`src/rtl/axi_pkg.sv`:
```
// Shared AXI read-arbiter types: FSM states, burst and response encodings.
// Imported by the interface, the arbiter core and the round-robin picker.
package axi_pkg;

  typedef enum logic [1:0] {
    ST_IDLE,
    ST_ADDR,
    ST_DATA
  } state_t;

  typedef logic [1:0] burst_t;
  typedef logic [1:0] resp_t;

  localparam burst_t BURST_FIXED = 2'b00;
  localparam burst_t BURST_INCR  = 2'b01;
  localparam burst_t BURST_WRAP  = 2'b10;

  localparam resp_t RESP_OKAY   = 2'b00;
  localparam resp_t RESP_EXOKAY = 2'b01;
  localparam resp_t RESP_SLVERR = 2'b10;
  localparam resp_t RESP_DECERR = 2'b11;

endpackage

```
`src/rtl/axi_read_arbiter_if.sv`:
```
// AXI read channel bundle (AR + R) between one master and one slave.
// master drives AR and rready; slave drives arready and the R beat.
interface axi_read_arbiter_if
  import axi_pkg::*;
#(
  parameter int DATA_W = 32,
  parameter int ADDR_W = 32
);

  logic              arvalid;
  logic              arready;
  logic [ADDR_W-1:0] araddr;
  logic [7:0]        arlen;
  logic [2:0]        arsize;
  burst_t            arburst;
  logic              rvalid;
  logic              rready;
  logic [DATA_W-1:0] rdata;
  resp_t             rresp;
  logic              rlast;

  modport master (
    output arvalid, araddr, arlen, arsize, arburst, rready,
    input  arready, rvalid, rdata, rresp, rlast
  );

  modport slave (
    input  arvalid, araddr, arlen, arsize, arburst, rready,
    output arready, rvalid, rdata, rresp, rlast
  );

endinterface

```
`src/rtl/rr_arbiter2.sv`:
```
// Two-way round-robin pick: a sole requester wins, a tie goes to the
// master that was not granted last.
module rr_arbiter2 (
  input  logic [1:0] req,
  input  logic [1:0] last,
  output logic [1:0] gnt
);

  always_comb begin
    gnt = 2'b00;
    unique case (1'b1)
      (req == 2'b11): gnt = (last == 2'b01) ? 2'b10 : 2'b01;
      (req == 2'b01): gnt = 2'b01;
      (req == 2'b10): gnt = 2'b10;
      default:        gnt = 2'b00;
    endcase
  end

endmodule

```
`src/rtl/axi_read_arbiter.sv`:
```
// Shares one downstream AXI read port between icache (m0) and LSU (m1),
// one outstanding burst at a time, with rlast/beat-count checking.
module axi_read_arbiter
  import axi_pkg::*;
#(
  parameter int DATA_W = 32,
  parameter int ADDR_W = 32
) (
  input  logic               clock,
  input  logic               reset,
  axi_read_arbiter_if.slave  m0,
  axi_read_arbiter_if.slave  m1,
  axi_read_arbiter_if.master s,
  output logic [1:0]         grant,
  output logic               len_err
);

  state_t            state;
  state_t            state_nx;
  logic [1:0]        req;
  logic [1:0]        gnt_rr;
  logic [1:0]        last;
  logic [7:0]        beat;
  logic [7:0]        len_q;
  logic              g0;
  logic              g1;
  logic              ar_hs;
  logic              r_hs;
  logic [ADDR_W-1:0] araddr_sel;
  logic [DATA_W-1:0] rdata_fwd;

  assign req   = {m1.arvalid, m0.arvalid};
  assign g0    = grant[0];
  assign g1    = grant[1];
  assign ar_hs = s.arvalid && s.arready;
  assign r_hs  = s.rvalid && s.rready;

  rr_arbiter2 u_rr (
    .req  (req),
    .last (last),
    .gnt  (gnt_rr)
  );

  always_ff @(posedge clock) begin
    if (reset) state <= ST_IDLE;
    else       state <= state_nx;
  end

  always_comb begin
    state_nx = state;
    unique case (state)
      ST_IDLE: if (|req) state_nx = ST_ADDR;
      ST_ADDR: if (ar_hs) state_nx = ST_DATA;
      ST_DATA: if (r_hs && s.rlast) state_nx = ST_IDLE;
      default: state_nx = ST_IDLE;
    endcase
  end

  // beat counter saturates at arlen so a late rlast cannot wrap it
  always_ff @(posedge clock) begin
    if (reset) begin
      grant   <= 2'b00;
      last    <= 2'b10;
      beat    <= 8'd0;
      len_q   <= 8'd0;
      len_err <= 1'b0;
    end else begin
      len_err <= 1'b0;
      unique case (state)
        ST_IDLE: if (|req) grant <= gnt_rr;
        ST_ADDR: begin
          if (ar_hs) begin
            len_q <= s.arlen;
            beat  <= 8'd0;
          end
        end
        ST_DATA: begin
          if (r_hs) begin
            len_err <= (s.rlast && beat != len_q) ||
                       (!s.rlast && beat == len_q);
            if (beat != len_q) beat <= beat + 8'd1;
            if (s.rlast) begin
              last  <= grant;
              grant <= 2'b00;
            end
          end
        end
        default: grant <= 2'b00;
      endcase
    end
  end

  assign araddr_sel = g1 ? m1.araddr : m0.araddr;
  assign rdata_fwd  = s.rdata;

  always_comb begin
    s.arvalid  = 1'b0;
    s.rready   = 1'b0;
    m0.arready = 1'b0;
    m1.arready = 1'b0;
    m0.rvalid  = 1'b0;
    m1.rvalid  = 1'b0;
    s.araddr   = araddr_sel;
    s.arlen    = g1 ? m1.arlen   : m0.arlen;
    s.arsize   = g1 ? m1.arsize  : m0.arsize;
    s.arburst  = g1 ? m1.arburst : m0.arburst;
    m0.rdata   = rdata_fwd;
    m1.rdata   = rdata_fwd;
    m0.rresp   = s.rresp;
    m1.rresp   = s.rresp;
    m0.rlast   = s.rlast;
    m1.rlast   = s.rlast;
    if (!reset) begin
      unique case (state)
        ST_ADDR: begin
          s.arvalid  = (g0 && m0.arvalid) || (g1 && m1.arvalid);
          m0.arready = g0 && s.arready;
          m1.arready = g1 && s.arready;
        end
        ST_DATA: begin
          s.rready  = (g0 && m0.rready) || (g1 && m1.rready);
          m0.rvalid = g0 && s.rvalid;
          m1.rvalid = g1 && s.rvalid;
        end
        default: ;
      endcase
    end
  end

endmodule
```
`src/flat_wrapper.sv`:
```
// flat-port wrapper written by rule: the top's interface ports become plain ports
module axi_read_arbiter_flat import axi_pkg::*;
#(
  parameter int DATA_W = 32,
  parameter int ADDR_W = 32
)
  (clock, reset, grant, len_err, m0_arvalid, m0_araddr, m0_arlen, m0_arsize, m0_arburst, m0_rready, m0_arready, m0_rvalid, m0_rdata, m0_rresp, m0_rlast, m1_arvalid, m1_araddr, m1_arlen, m1_arsize, m1_arburst, m1_rready, m1_arready, m1_rvalid, m1_rdata, m1_rresp, m1_rlast, s_arvalid, s_araddr, s_arlen, s_arsize, s_arburst, s_rready, s_arready, s_rvalid, s_rdata, s_rresp, s_rlast);
  axi_read_arbiter_if #(.DATA_W(DATA_W), .ADDR_W(ADDR_W)) m0_i ();
  axi_read_arbiter_if #(.DATA_W(DATA_W), .ADDR_W(ADDR_W)) m1_i ();
  axi_read_arbiter_if #(.DATA_W(DATA_W), .ADDR_W(ADDR_W)) s_i ();
  input  logic clock;
  input  logic reset;
  output logic [1:0] grant;
  output logic len_err;
  input wire logic [$bits(m0_i.arvalid)-1:0] m0_arvalid;
  input wire logic [$bits(m0_i.araddr)-1:0] m0_araddr;
  input wire logic [$bits(m0_i.arlen)-1:0] m0_arlen;
  input wire logic [$bits(m0_i.arsize)-1:0] m0_arsize;
  input wire logic [$bits(m0_i.arburst)-1:0] m0_arburst;
  input wire logic [$bits(m0_i.rready)-1:0] m0_rready;
  output wire logic [$bits(m0_i.arready)-1:0] m0_arready;
  output wire logic [$bits(m0_i.rvalid)-1:0] m0_rvalid;
  output wire logic [$bits(m0_i.rdata)-1:0] m0_rdata;
  output wire logic [$bits(m0_i.rresp)-1:0] m0_rresp;
  output wire logic [$bits(m0_i.rlast)-1:0] m0_rlast;
  input wire logic [$bits(m1_i.arvalid)-1:0] m1_arvalid;
  input wire logic [$bits(m1_i.araddr)-1:0] m1_araddr;
  input wire logic [$bits(m1_i.arlen)-1:0] m1_arlen;
  input wire logic [$bits(m1_i.arsize)-1:0] m1_arsize;
  input wire logic [$bits(m1_i.arburst)-1:0] m1_arburst;
  input wire logic [$bits(m1_i.rready)-1:0] m1_rready;
  output wire logic [$bits(m1_i.arready)-1:0] m1_arready;
  output wire logic [$bits(m1_i.rvalid)-1:0] m1_rvalid;
  output wire logic [$bits(m1_i.rdata)-1:0] m1_rdata;
  output wire logic [$bits(m1_i.rresp)-1:0] m1_rresp;
  output wire logic [$bits(m1_i.rlast)-1:0] m1_rlast;
  output wire logic [$bits(s_i.arvalid)-1:0] s_arvalid;
  output wire logic [$bits(s_i.araddr)-1:0] s_araddr;
  output wire logic [$bits(s_i.arlen)-1:0] s_arlen;
  output wire logic [$bits(s_i.arsize)-1:0] s_arsize;
  output wire logic [$bits(s_i.arburst)-1:0] s_arburst;
  output wire logic [$bits(s_i.rready)-1:0] s_rready;
  input wire logic [$bits(s_i.arready)-1:0] s_arready;
  input wire logic [$bits(s_i.rvalid)-1:0] s_rvalid;
  input wire logic [$bits(s_i.rdata)-1:0] s_rdata;
  input wire logic [$bits(s_i.rresp)-1:0] s_rresp;
  input wire logic [$bits(s_i.rlast)-1:0] s_rlast;
  assign m0_i.arvalid = m0_arvalid;
  assign m0_i.araddr = m0_araddr;
  assign m0_i.arlen = m0_arlen;
  assign m0_i.arsize = m0_arsize;
  assign m0_i.arburst = m0_arburst;
  assign m0_i.rready = m0_rready;
  assign m0_arready = m0_i.arready;
  assign m0_rvalid = m0_i.rvalid;
  assign m0_rdata = m0_i.rdata;
  assign m0_rresp = m0_i.rresp;
  assign m0_rlast = m0_i.rlast;
  assign m1_i.arvalid = m1_arvalid;
  assign m1_i.araddr = m1_araddr;
  assign m1_i.arlen = m1_arlen;
  assign m1_i.arsize = m1_arsize;
  assign m1_i.arburst = m1_arburst;
  assign m1_i.rready = m1_rready;
  assign m1_arready = m1_i.arready;
  assign m1_rvalid = m1_i.rvalid;
  assign m1_rdata = m1_i.rdata;
  assign m1_rresp = m1_i.rresp;
  assign m1_rlast = m1_i.rlast;
  assign s_arvalid = s_i.arvalid;
  assign s_araddr = s_i.araddr;
  assign s_arlen = s_i.arlen;
  assign s_arsize = s_i.arsize;
  assign s_arburst = s_i.arburst;
  assign s_rready = s_i.rready;
  assign s_i.arready = s_arready;
  assign s_i.rvalid = s_rvalid;
  assign s_i.rdata = s_rdata;
  assign s_i.rresp = s_rresp;
  assign s_i.rlast = s_rlast;
  axi_read_arbiter #(.DATA_W(DATA_W), .ADDR_W(ADDR_W)) u_core (.clock(clock), .reset(reset), .m0(m0_i), .m1(m1_i), .s(s_i), .grant(grant), .len_err(len_err));
endmodule
```
`config.mk`:
```
export PLATFORM = sky130hd
export DESIGN_NAME = axi_read_arbiter_flat
export DESIGN_NICKNAME = d
export VERILOG_FILES = /design/src/rtl/axi_pkg.sv /design/src/rtl/axi_read_arbiter_if.sv /design/src/rtl/rr_arbiter2.sv /design/src/rtl/axi_read_arbiter.sv /design/src/flat_wrapper.sv
export SDC_FILE = /design/constraint.sdc
export NUM_CORES = 1
export LEC_CHECK = 0
export CORE_MARGIN = 2
export CORE_UTILIZATION = 25
export DETAILED_ROUTE_END_ITERATION = 8
export PLACE_DENSITY = 0.77
export REMOVE_ABC_BUFFERS = 1
export SYNTH_ARGS = -nofsm -noshare
export SYNTH_HDL_FRONTEND = slang
export SYNTH_HIERARCHICAL = 1
export SYNTH_SLANG_ARGS = --single-unit
export TNS_END_PERCENT = 30
```
`constraint.sdc`:
```
create_clock -name clock -period 1.9 [get_ports clock]
set_clock_uncertainty 0.15 [all_clocks]
set_input_delay 0.57 -clock clock [delete_from_list [all_inputs] [get_ports clock]]
set_output_delay 0.57 -clock clock [all_outputs]
set_load 0.03 [all_outputs]
```
; ---- After elaboration in Yosys (flattened, before gate mapping)
; Cells that the tools add are included.
[op_classes]
muxes = 30
reduce_logical = 26
add_sub_neg = 1
bitwise = 3
eq_ne = 14
[ops]
columns = cell, count
row1 = $mux 32, 1
row2 = $mux 8, 4
row3 = $pmux 2 s3, 3
row4 = $mux 2, 8
row5 = $pmux 8 s2, 1
row6 = $logic_and 1x1->1, 13
row7 = $mux 1, 12
row8 = $ne 2x1->1 const B, 5
row9 = $add 8x1->8 const B, 1
row10 = $eq 8x8->1, 1
row11 = $ne 8x8->1, 1
row12 = $reduce_and 4->1, 2
row13 = $eq 2x1->1 const B, 3
row14 = $eq 2x2->1 const B, 3
row15 = $reduce_and 3->1, 2
row16 = $logic_or 1x1->1, 3
row17 = $mux 3, 1
row18 = $not 1->1, 3
row19 = $reduce_or 3->1, 1
row20 = $logic_not 2->1, 1
row21 = $ne 2x2->1 const B, 1
row22 = $reduce_and 2->1, 1
row23 = $reduce_bool 2->1, 1
row24 = $reduce_or 2->1, 1
row25 = $logic_not 1->1, 1
[word_totals]
out_inout_bits = 124
regBits = 23
wordCells = 80

; ---- Longest topological paths before layout
; Gate-level depths: netlist (run 1).
[logic_depth]
word_depth = 8
mapped_depth = 7
depth_no_buf = 5

; ---- Hierarchy
; Netlist (run 1), hierarchy kept.
[by_module_without_submodules]
columns = module, seq_area_each_um2, area_each_um2, n_inst, cells_each
row1 = axi_read_arbiter, 460.4, 2275.9, 1, 265
row2 = rr_arbiter2, 0.0, 30.0, 1, 4

; ---- Worst setup path after synthesis (run 1)
; No wires, ideal clock.
[synth_timing]
kind = reg2out
from = register u_core.grant[1]
to = output port s_araddr[26]
slack_ns = -0.468
path_buffers = 3
arrival_time_ns = 1.648
required_time_ns = 1.180
stages_incl_launch_ff = 5
path_cell_list = dfxtp_1 -> buf_2 -> buf_2 -> clkbuf_1 -> mux2_2
[synth_via]
elab_chain_cells = 1
[synth_lines]
columns = element, line
row1 = from (decl), axi_read_arbiter.sv:14  ; output logic [1:0] grant,
row2 = from (signal assigned), axi_read_arbiter.sv:70  ; ST_IDLE: if (|req) grant <= gnt_rr;
row3 = $mux 32, axi_read_arbiter.sv:93  ; assign araddr_sel = g1 ? m1.araddr : m0.araddr;
row4 = to (decl), flat_wrapper.sv:38  ; output wire logic [$bits(s_i.araddr)-1:0] s_araddr;
; Every way passes these cells.

; ---- Worst setup path after layout (run 1)
[layout_timing]
from = input port m1_arlen[1]
to = output port s_arlen[1]
[layout_via]
elab_chain_cells = 1
[layout_lines]
columns = element, line
row1 = from (decl), flat_wrapper.sv:28  ; input wire logic [$bits(m1_i.arlen)-1:0] m1_arlen;
row2 = $mux 8, axi_read_arbiter.sv:104  ; s.arlen = g1 ? m1.arlen : m0.arlen;
row3 = to (decl), flat_wrapper.sv:39  ; output wire logic [$bits(s_i.arlen)-1:0] s_arlen;
; Every way passes these cells.

==> summary.txt, run 1 <==
Die
  – Io pins: 257
  – Die area: 10010 µm²
  – Chip width: 100.0 µm
  – Core area: 9109 µm²
  – Row count: 35
  – Starting Density: 0.2532
  – DIE HEIGHT: 100.0 µm

Synthesis
  – EDFF count, synth: 0
  – Synth Flop Type: dfxtp_1
  – Area of the mapped netlist: 2306 µm²
  – Average size of a mapped cell: 8.572 µm²
  – Number of synthesized register bits: 23
  – Share of the yosys chip area belonging to registers: 0.1997
  – YS warnings: 6
  – Post-synthesis cell type count: 41
  – Mapped Cells: 269
  – Synth async-reset ratio: 0

Power and ir drop
  – LEAKAGE: 1.741 nW
  – Maximum VDD drop: 0.1828 mV
  – Power Density: 408.1 nW/µm²
  – Final Total Pwr: 1.607 mW

Critical path
  – Startpoint Class: primary input
  – Cells along the critical path: clkdlybuf4s50_1 -> mux2_2 -> buf_4
  – Register-to-register setup slack: 10 ps
  – Max FO, Critical Path: 2
  – Worst path arrival time: 1420 ps
  – Crit path required time: 1180 ps
  – Worst R2R End: u_core/beat[4]
  – Worst R2R Path Depth: 7
  – Slowest CP cell: clkdlybuf4s50_1
  – Setup CP Type: in2out
  – CP peak stage delay: 400 ps
  – Reg-to-reg startpoint: u_core/grant[1]
  – Crit end category: output pin

STA
  – Maximum clock frequency: 466.5 MHz
  – RSZ-0062 raised after global routing: true
  – Slew HR: 0.6870
  – Period Utilization, post-route: 1.128
  – Final setup violation count: 53
  – Final slew viol count: 0
  – Final Hold Slack: 341.4 ps
  – Setup ws final: -243.4 ps
  – Worst-margin pin slew: 469.5 ps
  – Final Critical Period: 2143 ps
  – Hold Vio Cnt, Final: 0

Placement
  – Port Buffers: 154
  – GP Congestion: 0.8518
  – Post-DP HPWL: 7942 µm

Drt
  – Number of routed nets with antenna violations: 0
  – DRT iter0 DRCs: 82
  – Drt total wl: 9541 µm
  – Wirelength per Cell: 19.43 µm
  – Remaining DRCs: 0
  – Via count: 2277
  – Via density per instance: 4.637
  – DR pass1 iterations: 4

CTS
  – H-tree depth: 1
  – Clock sinks: 23
  – Clock Path Buffers: 2
  – TritonCTS clock tree: built
  – Root Buffer: clkbuf_8
  – TritonCTS Buffers: 3
  – Hold_buf cts: 0
  – Clk Latency, worst-skew pair: 260 ps
  – Clk slew on worst S/H paths: 90 ps

Cells and area
  – Most common cell after layout, fill and taps aside: clkdlybuf4s50_1
  – Final nets: 515
  – Layout cell share with drive strength beyond 1: 0.4316
  – Commonest cells after routing, fill and taps aside: clkdlybuf4s50_1, buf_4, buf_6
  – # diodes: 0
  – P&R area growth vs syn: 70.81%
  – Fillers: 877

Global route
  – Total Routing Usage GR: 0.1777
  – First-pass GRT wire length: 13310 µm
  – Congestion Overflow GR: 0
  – Vias in the first global route: 2255
  – Initial antenna violation count: 0
  – Largest net degree at the start of global routing: 24

Worst hold path
  – Hold Crit Start: u_core/len_q[7]
  – Worst Hold End: u_core/len_q[7]
  – Min-Delay Path Class: reg2reg
  – Hold Path Stages: 2

Outcome
  – Status: complete, but fails checks
  – Violated checks: negative setup slack

Run
  – Max-cap viol count: 0
==> synthesized netlist by cell type, types with 3 or more instances <==
library cell / count / area [µm²]
and3_1: 6 / 37.54
nand3_1: 5 / 25.02
nand2b_1: 9 / 56.30
dfxtp_1: 23 / 460.4
nor2b_1: 3 / 18.77
mux2_2: 45 / 506.7
o211ai_1: 3 / 22.52
nor2_1: 11 / 41.29
nor3_1: 4 / 20.02
a21oi_1: 5 / 25.02
inv_1: 6 / 22.52
o21ai_0: 12 / 60.06
buf_4: 70 / 525.5
clkbuf_1: 6 / 22.52
buf_2: 5 / 25.02
and2_1: 3 / 18.77
nand2_1: 12 / 45.04
mux2i_1: 4 / 40.04
xnor2_1: 9 / 78.83
==> area by class of cell <==
| class | count | area (µm²) | share of cell area |
|---|---|---|---|
| Inverter | 6 | 22.52 | 0.005718 |
| Multi-Input combinational cell | 158 | 1345 | 0.3415 |
| Clock buffer | 3 | 41.29 | 0.01048 |
| Tap cell | 111 | 138.9 | 0.03526 |
| Sequential cell | 23 | 466.7 | 0.1185 |
| Clock inverter | 1 | 5.005 | 0.001271 |
| Timing Repair Buffer | 189 | 1919 | 0.4873 |
==> cell families after synthesis <==
logic type / Yosys count / share of synthesized area
muxes: 51 / 0.2501
xor gates and xnor gates: 9 / 0.03419
buffers and inverters: 88 / 0.2632
and+or+nand+nor: 67 / 0.1682
AOI/OAI and AO/OA: 30 / 0.07922
DFF: 23 / 0.1997
adders and majority gates: 1 / 0.005425
==> critical path: cells and delay by family <==
| kind | cells | cell delay, ps |
|---|---|---|
| buf+inv | 2 | 570 |
| mux | 1 | 280 |
==> worst max path at each step <==
stage	startpoint	endpoint	slack, ps	depth (start not counted)
floorplan	u_core/grant[1]	s_rready	-1310	2
global placement	reset	m1_arready	-570	4
detailed placement	m1_rready	u_core/beat[5]	-600	6
CTS	u_core/grant[1]	s_arlen[1]	-240	3
global route	u_core/grant[1]	s_arvalid	-280	5
finish	m1_arlen[1]	s_arlen[1]	-240	3
==> layer usage <==
| layer | global-route usage | vias to the layer above | part of all wire |
|---|---|---|---|
| met5 | 0.06154 | - | 0.0049 |
| met3 | 0.1435 | 4 | 0.18 |
| li1 | - | 1067 | - |
| met2 | 0.2796 | 164 | 0.45 |
| met1 | 0.1838 | 1040 | 0.36 |
| met4 | 0.03161 | 2 | 0.0040 |
==> state kept, by name, summed over array words and instances, names as in the netlist <==
| register | count |
|---|---|
| u_core/beat | 8 |
| u_core/last | 2 |
| u_core/state | 2 |
| u_core/len_err | 1 |
| u_core/grant | 2 |
| u_core/len_q | 8 |
==> where the power goes <==
part           total [mW]  internal, mW  switching (mW)
clock               0.310         0.146           0.164
combinational       0.799         0.461           0.338
sequential          0.498         0.489         0.00864
total                1.61          1.10           0.511
==> timing repair <==
item	in CTS	in global routing
endpoints found under the hold margin	0	0
gates resized for setup	93	18
buffers inserted	4	0
pin swaps	7	2
cloned	1	0
endpoints found under the setup margin	76	60
==> metrics by stage <==
| step | util | instance area, µm² | instances | TNS [ps] | worst slack [ps] |
|---|---|---|---|---|---|
| after CTS | 0.4262 | 3882 | 491 | -9733 | -237.6 |
| after floorplan | - | 1722 | 187 | -64560 | -1310 |
| after global routing | 0.4324 | 3939 | 491 | -11410 | -276.4 |
| after detailed placement | 0.3929 | 3578 | 482 | -23310 | -599.2 |
| after global placement | 0.3929 | 3578 | 482 | -22450 | -565.8 |
| final | 0.4324 | 3939 | 491 | -9272 | -243.4 |
No activity file was read; power rests on OpenSTA's default activity.
==> run 2: changes to the inputs <==
Settings changed: CTS_BUF_LIST set to sky130_fd_sc_hd__clkbuf_16, SLEW_MARGIN set to 20.
Clock period 1.9 ns to 1.75 ns, I/O delays scaled along.
==> run 2 against run 1 <==
  * The run still ends with negative setup slack left
  * First-iteration DRC count increased by 9.8%
  * Final cell count up 1.8%
  * Hold slack worse by 4.5 ps
  * Setup slack got worse by 96 ps
  * Register-to-register slack got worse by 90 ps
  * Sequential power is 9.0% higher
  * Sequential share of layout area decreased by 0.55 points
  * Total power increased by 22%
  * Sequential cell count did not move
  * Critical endpoint is now s_arlen[3]
  * Highest routed layer unchanged
==> summary.txt, run 2 (synthesis results as in run 1) <==
Outcome
  – Status: complete, but fails checks
  – Violated checks: negative setup slack

Cells and area
  – Fillers: 868
  – Commonest cells after routing, fill and taps aside: clkdlybuf4s50_1, buf_4, buf_6
  – Top Registers: u_core/beat x8, u_core/len_q x8
  – Most common cell after layout, fill and taps aside: clkdlybuf4s50_1
  – # diodes: 0
  – Post-layout util: 0.4548
  – Fin cells: 500
  – Layout cell share with drive strength beyond 1: 0.4602
  – P&R area growth vs syn: 79.65%
  – Finished Cell Area: 4143 µm²
  – Final nets: 524

Drt
  – DR pass1 iterations: 4
  – Via count: 2351
  – Drt total wl: 10310 µm
  – DRT iter0 DRCs: 90
  – Via density per instance: 4.702
  – Remaining DRCs: 0
  – Number of routed nets with antenna violations: 0
  – Wirelength per Cell: 20.63 µm

CTS
  – H-tree depth: 1
  – Clock Path Buffers: 2
  – Root Buffer: clkbuf_16
  – TritonCTS clock tree: built
  – Clk Latency, worst-skew pair: 260 ps
  – Clk slew on worst S/H paths: 60 ps
  – Clock sinks: 23
  – TritonCTS Buffers: 3

Critical path
  – Crit end category: output pin
  – Crit path from: u_core/grant[1]
  – Crit path required time: 1070 ps
  – Setup CP Type: reg2out
  – Startpoint Class: flop
  – Register-to-register setup slack: -80 ps
  – Cells along the critical path: buf_4 -> mux2_2 -> buf_4
  – CP peak stage delay: 430 ps
  – Max FO, Critical Path: 7
  – Worst path arrival time: 1410 ps
  – Most frequent CP cell: buf_4
  – Slowest CP cell: dfxtp_4
  – Reg-to-reg startpoint: u_core/grant[1]

Placement
  – Placed cell areas: 3631 µm²
  – Port Buffers: 154
  – GP Congestion: 0.8589
  – Post-DP HPWL: 8212 µm
  – Placed Instances: 489

STA
  – Final slew viol count: 0
  – Period Utilization, post-route: 1.194
  – Setup ws final: -339.8 ps
  – Final Critical Period: 2090 ps
  – Maximum clock frequency: 478.5 MHz
  – Worst-margin pin slew: 361.9 ps
  – Final setup violation count: 61
  – Post-route setup TNS: -14740 ps
  – RSZ-0062 raised after global routing: true
  – Slew HR: 0.7518
  – Hold Vio Cnt, Final: 0

Power and ir drop
  – Final Total Pwr: 1.965 mW
  – Maximum VDD drop: 0.1920 mV
  – LEAKAGE: 1.877 nW
  – Power Density: 474.2 nW/µm²

Global route
  – Largest net degree at the start of global routing: 23
  – First-pass GRT wire length: 14100 µm
  – Initial antenna violation count: 0
  – Vias in the first global route: 2388
  – Total Routing Usage GR: 0.1880
  – Congestion Overflow GR: 0

Die
  – Io pins: 257
  – Core area: 9109 µm²
  – Starting Density: 0.2532
  – Row count: 35
  – Die area: 10010 µm²
  – Chip width: 100.0 µm
  – DIE HEIGHT: 100.0 µm

Run
  – Max-cap viol count: 0

Worst hold path
  – Min-Delay Path Class: reg2reg
  – Hold Crit Start: u_core/len_q[7]
run 2: changes by cell type in the layout (fill, tap and decap cells not counted), sizes merged:
cell	delta
clkdlybuf4s50	+3
dlygate4sd2	-6
dlymetal6s2s	+1
buf	+10
clkbuf	+1
run 2: worst paths after layout:
kind,endpoint,cells after the start
setup reg to reg,u_core/beat[4],6
hold / removal,u_core/len_q[7],2
hold reg to reg,u_core/len_q[7],2
setup / recovery,s_arlen[3],3
run 2: area by class of cell:
cell class                 count  area, µm²  share of cell area
clock inverter                 1      5.005            0.001208
inverter                       6      22.52            0.005436
sequential                    23      467.9              0.1130
tap                          111      138.9             0.03352
multi-input combinational    158       1429              0.3449
timing repair buffer         198       2004              0.4838
clock buffer                   3      75.07             0.01812
run 2: worst max-delay path, delay by kind of cell (launching register included):
family	cells	cell delay, ps
buf+inv	2	360
flops	1	430
mux	1	360
run 2: timing repair:
action,4_1_cts,5_1_grt
gates cloned,1,1
pin swaps,9,9
setup buffers,5,0
setup endpoints to repair,76,70
endpoints found under the hold margin,0,0
resized for setup,94,41
hold buffers,0,0
run 2: per-stage QoR:
step                      hold WS [ps]  worst slack [ps]
after global placement           329.1            -657.0
after detailed placement         328.9            -725.8
final                            336.9            -339.8
after floorplan                  311.0             -1415
after global routing             370.8            -371.3
after CTS                        342.3            -354.6
run 2: per-layer routing:
metal	GRT usage	wire, µm	up-vias
met2	0.3098	4766	177
li1	-	-	1087
met5	0.06154	49	-
met1	0.1946	3709	1073
met4	0.02529	67	2
met3	0.1386	1721	12
run 2: where the power goes:
group          switching, mW  total (mW)  internal (mW)
Combinational          0.384       0.916          0.532
Sequential            0.0112       0.543          0.531
Clock                  0.198       0.506          0.308
